### config.mk
export PLATFORM = sky130hd
export DESIGN_NAME = clk_vec_edge_monitor
export DESIGN_NICKNAME = d
export VERILOG_FILES = /design/src/rtl/clk_vec_edge_monitor.sv
export SDC_FILE = /design/constraint.sdc
export NUM_CORES = 1
export LEC_CHECK = 0
export ABC_CLOCK_PERIOD_IN_PS = 1500
export BUFFER_PORTS_ARGS = -buffer_cell sky130_fd_sc_hd__buf_2
export CORE_AREA = 2 2 102 104
export CTS_BUF_LIST = sky130_fd_sc_hd__clkbuf_4 sky130_fd_sc_hd__clkbuf_8
export DETAILED_ROUTE_END_ITERATION = 7
export DIE_AREA = 0 0 104 106
export GPL_TIMING_DRIVEN = 0
export PLACE_DENSITY = 0.53
export SLEW_MARGIN = 40
export SYNTH_ARGS = -nofsm -noshare
export SYNTH_HDL_FRONTEND = slang
export SYNTH_SLANG_ARGS = --single-unit
### constraint.sdc
create_clock -name clk -period 1.5 [get_ports clk]
set_input_delay 0 -clock clk [delete_from_list [all_inputs] [get_ports clk]]
set_output_delay 0 -clock clk [all_outputs]
set_load 0.05 [all_outputs]
### src/rtl/clk_vec_edge_monitor.sv
`default_nettype none
// ============================================================================
//  Module   : clk_vec_edge_monitor
//  Function : Per-channel edge counter for a bundled clock vector, with
//             completion events reported through a valid/ready port.
//  Revision : 1.0  initial release
// ============================================================================
module clk_vec_edge_monitor #(
    parameter int  NCH       = 4,
    parameter int  CNT_W     = 8,
    parameter int  TARGET    = 3,
    parameter int  EDGE_MODE = 0,
    localparam int CH_W      = (NCH > 1) ? $clog2(NCH) : 1
) (
    input  logic                 clk,
    input  logic                 rst_n,
    input  logic [NCH-1:0]       i_clks,
    input  logic [NCH-1:0]       i_en,
    input  logic                 i_clear,
    output logic [NCH*CNT_W-1:0] o_cnt,
    output logic [NCH-1:0]       o_done,
    output logic [NCH-1:0]       o_ovf,
    output logic                 o_all_done,
    output logic                 o_evt_valid,
    output logic [CH_W-1:0]      o_evt_ch,
    input  logic                 i_evt_ready
);

    localparam logic [1:0]       c_IDLE  = 2'd0;
    localparam logic [1:0]       c_COUNT = 2'd1;
    localparam logic [1:0]       c_DONE  = 2'd2;
    localparam logic [CNT_W-1:0] c_LAST  = CNT_W'(TARGET - 1);

    logic [NCH-1:0] r_s1;
    logic [NCH-1:0] r_s0;
    logic [NCH-1:0] w_edge;
    logic [NCH-1:0] w_done;
    logic [NCH-1:0] w_set;
    logic [NCH-1:0] w_ack;
    logic [NCH-1:0] w_ovf;
    logic [NCH-1:0] r_pend;
    logic           r_all_done;
    logic           w_valid;
    logic [CH_W-1:0] w_ch;

    // Two-stage sampler; deliberately untouched by i_clear so a clear
    // cannot manufacture an edge on the following cycle.
    always_ff @(posedge clk or negedge rst_n) begin
        if (!rst_n) begin
            r_s1 <= '0;
            r_s0 <= '0;
        end else begin
            r_s1 <= i_clks;
            r_s0 <= r_s1;
        end
    end

    generate
        if (EDGE_MODE == 1) begin : g_fall
            assign w_edge = ~r_s1 & r_s0;
        end else if (EDGE_MODE == 2) begin : g_both
            assign w_edge = r_s1 ^ r_s0;
        end else begin : g_rise
            assign w_edge = r_s1 & ~r_s0;
        end
    endgenerate

    for (genvar n = 0; n < NCH; n++) begin : g_ch
        logic [1:0]       r_state;
        logic [CNT_W-1:0] r_cnt;
        logic             r_ovf;

        assign w_done[n] = (r_state == c_DONE);
        assign w_set[n]  = (r_state == c_COUNT) && i_en[n] && w_edge[n] && (r_cnt == c_LAST);
        assign w_ack[n]  = w_valid && i_evt_ready && (w_ch == CH_W'(n));
        assign w_ovf[n]  = r_ovf;
        assign o_cnt[n*CNT_W +: CNT_W] = r_cnt;

        always_ff @(posedge clk or negedge rst_n) begin
            if (!rst_n) begin
                r_state <= c_IDLE;
                r_cnt   <= '0;
                r_ovf   <= 1'b0;
            end else if (i_clear) begin
                r_state <= c_IDLE;
                r_cnt   <= '0;
                r_ovf   <= 1'b0;
            end else begin
                case (r_state)
                    c_IDLE: begin
                        if (i_en[n]) r_state <= c_COUNT;
                    end
                    c_COUNT: begin
                        if (!i_en[n]) begin
                            r_state <= c_IDLE;
                        end else if (w_edge[n]) begin
                            r_cnt <= r_cnt + CNT_W'(1);
                            if (r_cnt == c_LAST) r_state <= c_DONE;
                        end
                    end
                    c_DONE: begin
                        if (!i_en[n])       r_state <= c_IDLE;
                        else if (w_edge[n]) r_ovf   <= 1'b1;
                    end
                    default: r_state <= c_IDLE;
                endcase
            end
        end
    end

    // Lowest-index pending channel wins the event port.
    always_comb begin
        w_ch = '0;
        for (int i = NCH - 1; i >= 0; i--) begin
            if (r_pend[i]) w_ch = CH_W'(i);
        end
    end

    assign w_valid = |r_pend;

    always_ff @(posedge clk or negedge rst_n) begin
        if (!rst_n) begin
            r_pend     <= '0;
            r_all_done <= 1'b0;
        end else if (i_clear) begin
            r_pend     <= '0;
            r_all_done <= 1'b0;
        end else begin
            r_pend     <= (r_pend & ~w_ack) | w_set;
            r_all_done <= (|i_en) && (&(w_done | ~i_en));
        end
    end

    assign o_done      = w_done;
    assign o_ovf       = w_ovf;
    assign o_all_done  = r_all_done;
    assign o_evt_valid = w_valid;
    assign o_evt_ch    = w_ch;

endmodule
`default_nettype wire

# Yosys cells after proc, flatten, opt, wreduce, memory -nomap -nowiden
# Index checks and enable logic that the tools add are counted.
# totals
input_bits,12
reg_bits,57
elab_cells,178
# classes
add_sub_neg,4
n_eq_ne,31
bitwise,7
reduce_logical,54
n_mux,66
# ops
op,count
2-to-1 mux 8 bit,16
2-to-1 mux 2 bit,28
"adder 8 x 1 -> 8 bit, second input constant",4
"== test 8 x 2 -> 1 bit, second input constant",4
nonzero test 2 bit,16
"inequality test 3 bit, second input constant",8
one-hot mux 2 bit (3 select lines),4
AND reduction 3 bit,8
AND reduction 4 bit,5
logical AND 1 bit,18
2-to-1 mux 1 bit,17
"inequality test 4 x 3 -> 1 bit, second input constant",4
"inequality test 4 bit, second input constant",4
"== test 2 bit, second input constant",6
inverter 4 bit,3
"== test 2 x 1 -> 1 bit, second input constant",5
zero test 2 bit,5
bitwise AND 4 bit,2
OR 4 bit,2
OR reduction 4 bit,2
2-to-1 mux 4 bit,1

# Logic depth before layout (Yosys ltp)
# depth
ltp_word,10
depth_mapped,5

# Worst setup path after synthesis
# Ideal clock, no wire load.
# synth_timing
kind,register -> register
start,register g_ch[2].r_cnt[1]
end,register g_ch[2].r_cnt[2]
t_arrival_ns,1.596
t_required_ns,1.422
slack_ns,-0.174
path_stages_with_launch,5
synth_period_minus_slack_ns,1.674
setup_time_ns,0.078
cell_sequence,dfrtp_1 -> ha_1 -> inv_1 -> or4_1 -> a21oi_1
# synth_via
elab_chain_len,5
# synth_rtl
item,line_no,source
from (decl),70,logic [CNT_W-1:0] r_cnt;
from (signal assigned),97,r_cnt <= r_cnt + CNT_W'(1);
adder 8 x 1 -> 8 bit,97,
2-to-1 mux 8 bit,96,end else if (w_edge[n]) begin
2-to-1 mux 8 bit,94,if (!i_en[n]) begin
2-to-1 mux 8 bit,89,case (r_state)
2-to-1 mux 8 bit,84,end else if (i_clear) begin
# No other way between the ends. The select of a mux whose other input is x is not followed.
# A chain may end at the register's enable or synchronous reset.

# Worst setup path in the final report
# layout_timing
start,register g_ch[3].r_state[1]
end,register g_ch[3].r_cnt[7]
# layout_via
elab_chain_len,3
# layout_rtl
item,line_no,source
from (decl),69,logic [1:0] r_state;
from (signal assigned),81,r_state <= c_IDLE;
from (signal assigned),85,r_state <= c_IDLE;
from (signal assigned),91,if (i_en[n]) r_state <= c_COUNT;
== test 2 x 1 -> 1 bit,89,
nonzero test 2 bit (no source line),--,
AND reduction 3 bit (no source line),--,
to (signal assigned),97,
to (decl),70,
# No other way between the ends.

==> metrics.cfg <==
[power_and_ir_drop]
power_density_nw_per_um2=858
p_leak_nw=1.64
switching_share=0.234
finalPower_mw=3.36
seqPwrFrac=0.469
power_frac_comb=0.065
internal_power_mw=2.58
clockPowerShare=0.466
peakVddDrop_v=0.000331
p_sw_mw=0.788

[cts]
cts_sinks=57
htree_levels=3
clk_pin_slew_worst_paths_ns=0.07
root_buffer=clkbuf_8
clock_latency_ns=0.34
cts_buffers=9
cts_tree=done
cts_buffer_depth=2

[synth]
synth_edf_count=0
synth_cells=287
yosys.area.top_type_share=0.494
post-synth-top-count-cell=dfrtp_1
synth_flop_cell=dfrtp_1
yosysTopAreaCell=dfrtp_1
synth_common_cells=57 x dfrtp_1, 34 x a21oi_1, 20 x inv_1
syn-mean-instance-area_um2=10.1
yosys_warnings=0
ys_seq_elements=57
ys_async_sr_fraction=1.00
synth_cell_type_count=44
synth_area_leaders=dfrtp_1 49%, a21oi_1 5.9%, o31ai_1 4.9%
ys_seq_area_frac=0.494
syn_area_um2=2890
synth_fp_nets=307

[layout]
drive_gt1_frac=0.401
final_area_um2=3920
area_growth_syn_to_layout_pct=35.7
fill_cells=1038
final_nets=394
antenna-diode-count=0
stdcell_count=515
utilization=0.392

[floorplan]
die-area_um2=11000
num_rows=37
io_pins=56
die-width_um=104
dieHeight_um=106
start_util=0.289
coreArea_um2=10000

[global_routing]
track_usage=0.140
overflow=0
grt_pass1_vias=2403
antenna_found_initial=0
grt_max_degree=58
grt_pass1_wl_um=12200

[detailed_routing]
drt-total-wl_um=7790
dr.pass1.iters=5
ant_nets=0
drcViolationCount=0
vias=2604
wl_per_cell_um=15.1
first_iter_violations=117
via_per_inst=5.06

[outcome]
violations=setup timing
run_status=complete, but fails checks

[timing]
rsz0062_at_grt=true
setup_slack_ns=-0.00176
slew_headroom=0.528
report.final.slew_viol_count=0
setup_viol=1
worst_pin_slew_ns=0.709
period_minus_slack_ns=1.50
hold_slack_ns=0.0288
period_share=1.00
hold_viol_final=0
tns_ns=-0.00176
skew_ns=0.00985
fmax_mhz=666

[worst_hold_path]
holdCritPathClass=input port to flip-flop

[flow_run]
maxCapViolCount=0

[setup_path]
worstSetupEndpointType=flip-flop
cp_max_fo=5
worstSetupPathType=flip-flop to flip-flop
cp-start-kind=flip-flop
critical_path_arrival_ns=1.73
critPathRequiredTime_ns=1.73

[placed_design]
place_congestion=0.752
placed_cells=478
hpwl_um=5180
placed_area_um2=3370
dp_slack_ns=-0.0591
numPortBuffers=55

## timing repair
action                     4_1_cts  5_1_grt
setup endpoints to repair        7       26
buffers inserted                 0       11
hold buffers                     8        0
cloned                           0        2
hold endpoints to repair        65        0
pin swaps                        0       14
gates resized for setup          5       30
## critical path, cell delays in order, from the launching register on
cell and delay (ns):
dfrtp_1 0.41, nand4b_1 0.30, nor4_2 0.33, mux2_2 0.36
## flip-flops by register name (all words and copies together) (netlist names)
signal        cells
r_pend            4
g_ch.r_cnt       32
r_s1              4
o_all_done        1
g_ch.r_ovf        4
g_ch.r_state      8
r_s0              4
## power by group through the flow
stage               sequential (mW)  clock [mW]  combinational (mW)
global route                   1.58        1.68               0.244
global placement               1.60           0               0.176
CTS                            1.58        1.60               0.199
floorplan                      1.61           0              0.0770
detailed placement             1.60           0               0.179
finish                         1.58        1.57               0.219
## area by class of cell
class                      count  area (µm²)  share of cell area
tap                          136         170              0.0434
timing repair buffer          76         454               0.116
inverter                      20        75.1              0.0192
multi-input combinational    196        1460               0.371
buffer                        14        93.8              0.0239
clock inverter                 2        35.0             0.00894
clock buffer                  14         180              0.0460
sequential                    57        1460               0.372
## path summary, 6_finish.rpt
kind	from	to	slack, ns	depth (start not counted)
worst max-delay path	g_ch[3].r_state[1]$_DFFE_PN0P_	g_ch[3].r_cnt[7]$_DFFE_PN0P_	-0.002	3
worst min-delay path	i_en[0]	g_ch[0].r_state[1]$_DFFE_PN0P_	0.03	3
worst max register to register	g_ch[3].r_state[1]$_DFFE_PN0P_	g_ch[3].r_cnt[7]$_DFFE_PN0P_	-0.002	3
worst min register to register	r_s1[0]$_DFF_PN0_	r_s0[0]$_DFF_PN0_	0.41	0
max in group asynchronous	rst_n	g_ch[1].r_cnt[5]$_DFFE_PN0P_	0.89	2
min in group asynchronous	rst_n	g_ch[3].r_cnt[2]$_DFFE_PN0P_	0.18	2
## layer usage
layer / GRT usage / up-vias / part of all wire
li1: - / 1264 / -
met1: 0.196 / 1280 / 0.50
met2: 0.209 / 49 / 0.45
met3: 0.0294 / 11 / 0.034
met4: 0.0569 / 0 / 0.016
met5: 0 / - / 0
## cells by family (layout without fill, tap and decap cells)
| group | after synthesis | after routing | synth area share |
|---|---|---|---|
| AND/OR/NAND/NOR | 110 | 110 | 0.246 |
| AO/OA/AOI/OAI | 75 | 75 | 0.160 |
| flip-flops | 57 | 57 | 0.494 |
| buffers and inverters | 34 | 126 | 0.0533 |
| adder cells (fa/ha/maj) | 8 | 8 | 0.0347 |
| multiplexers | 3 | 3 | 0.0117 |
## cells in the final DEF, fill, tap and decap left out, types with 4 or more instances in the layout
cell type and n:
ha_1 7, buf_6 4, buf_2 56, buf_4 16
clkbuf_8 12, nor2_1 11, clkbuf_1 5, a21oi_1 22
inv_1 20, or4_4 4, nor4b_1 4, or4_1 14
dfrtp_2 24, nand3_1 7, or3_1 8, o21ai_0 11
nand4b_1 4, nand2b_1 7, nand2_1 7, dlygate4sd3_1 8
nand4_1 8, dfrtp_1 33, a21oi_2 12, nand3b_1 7
o31ai_1 19, nor2b_1 7
(Power assumes the default switching activity.)
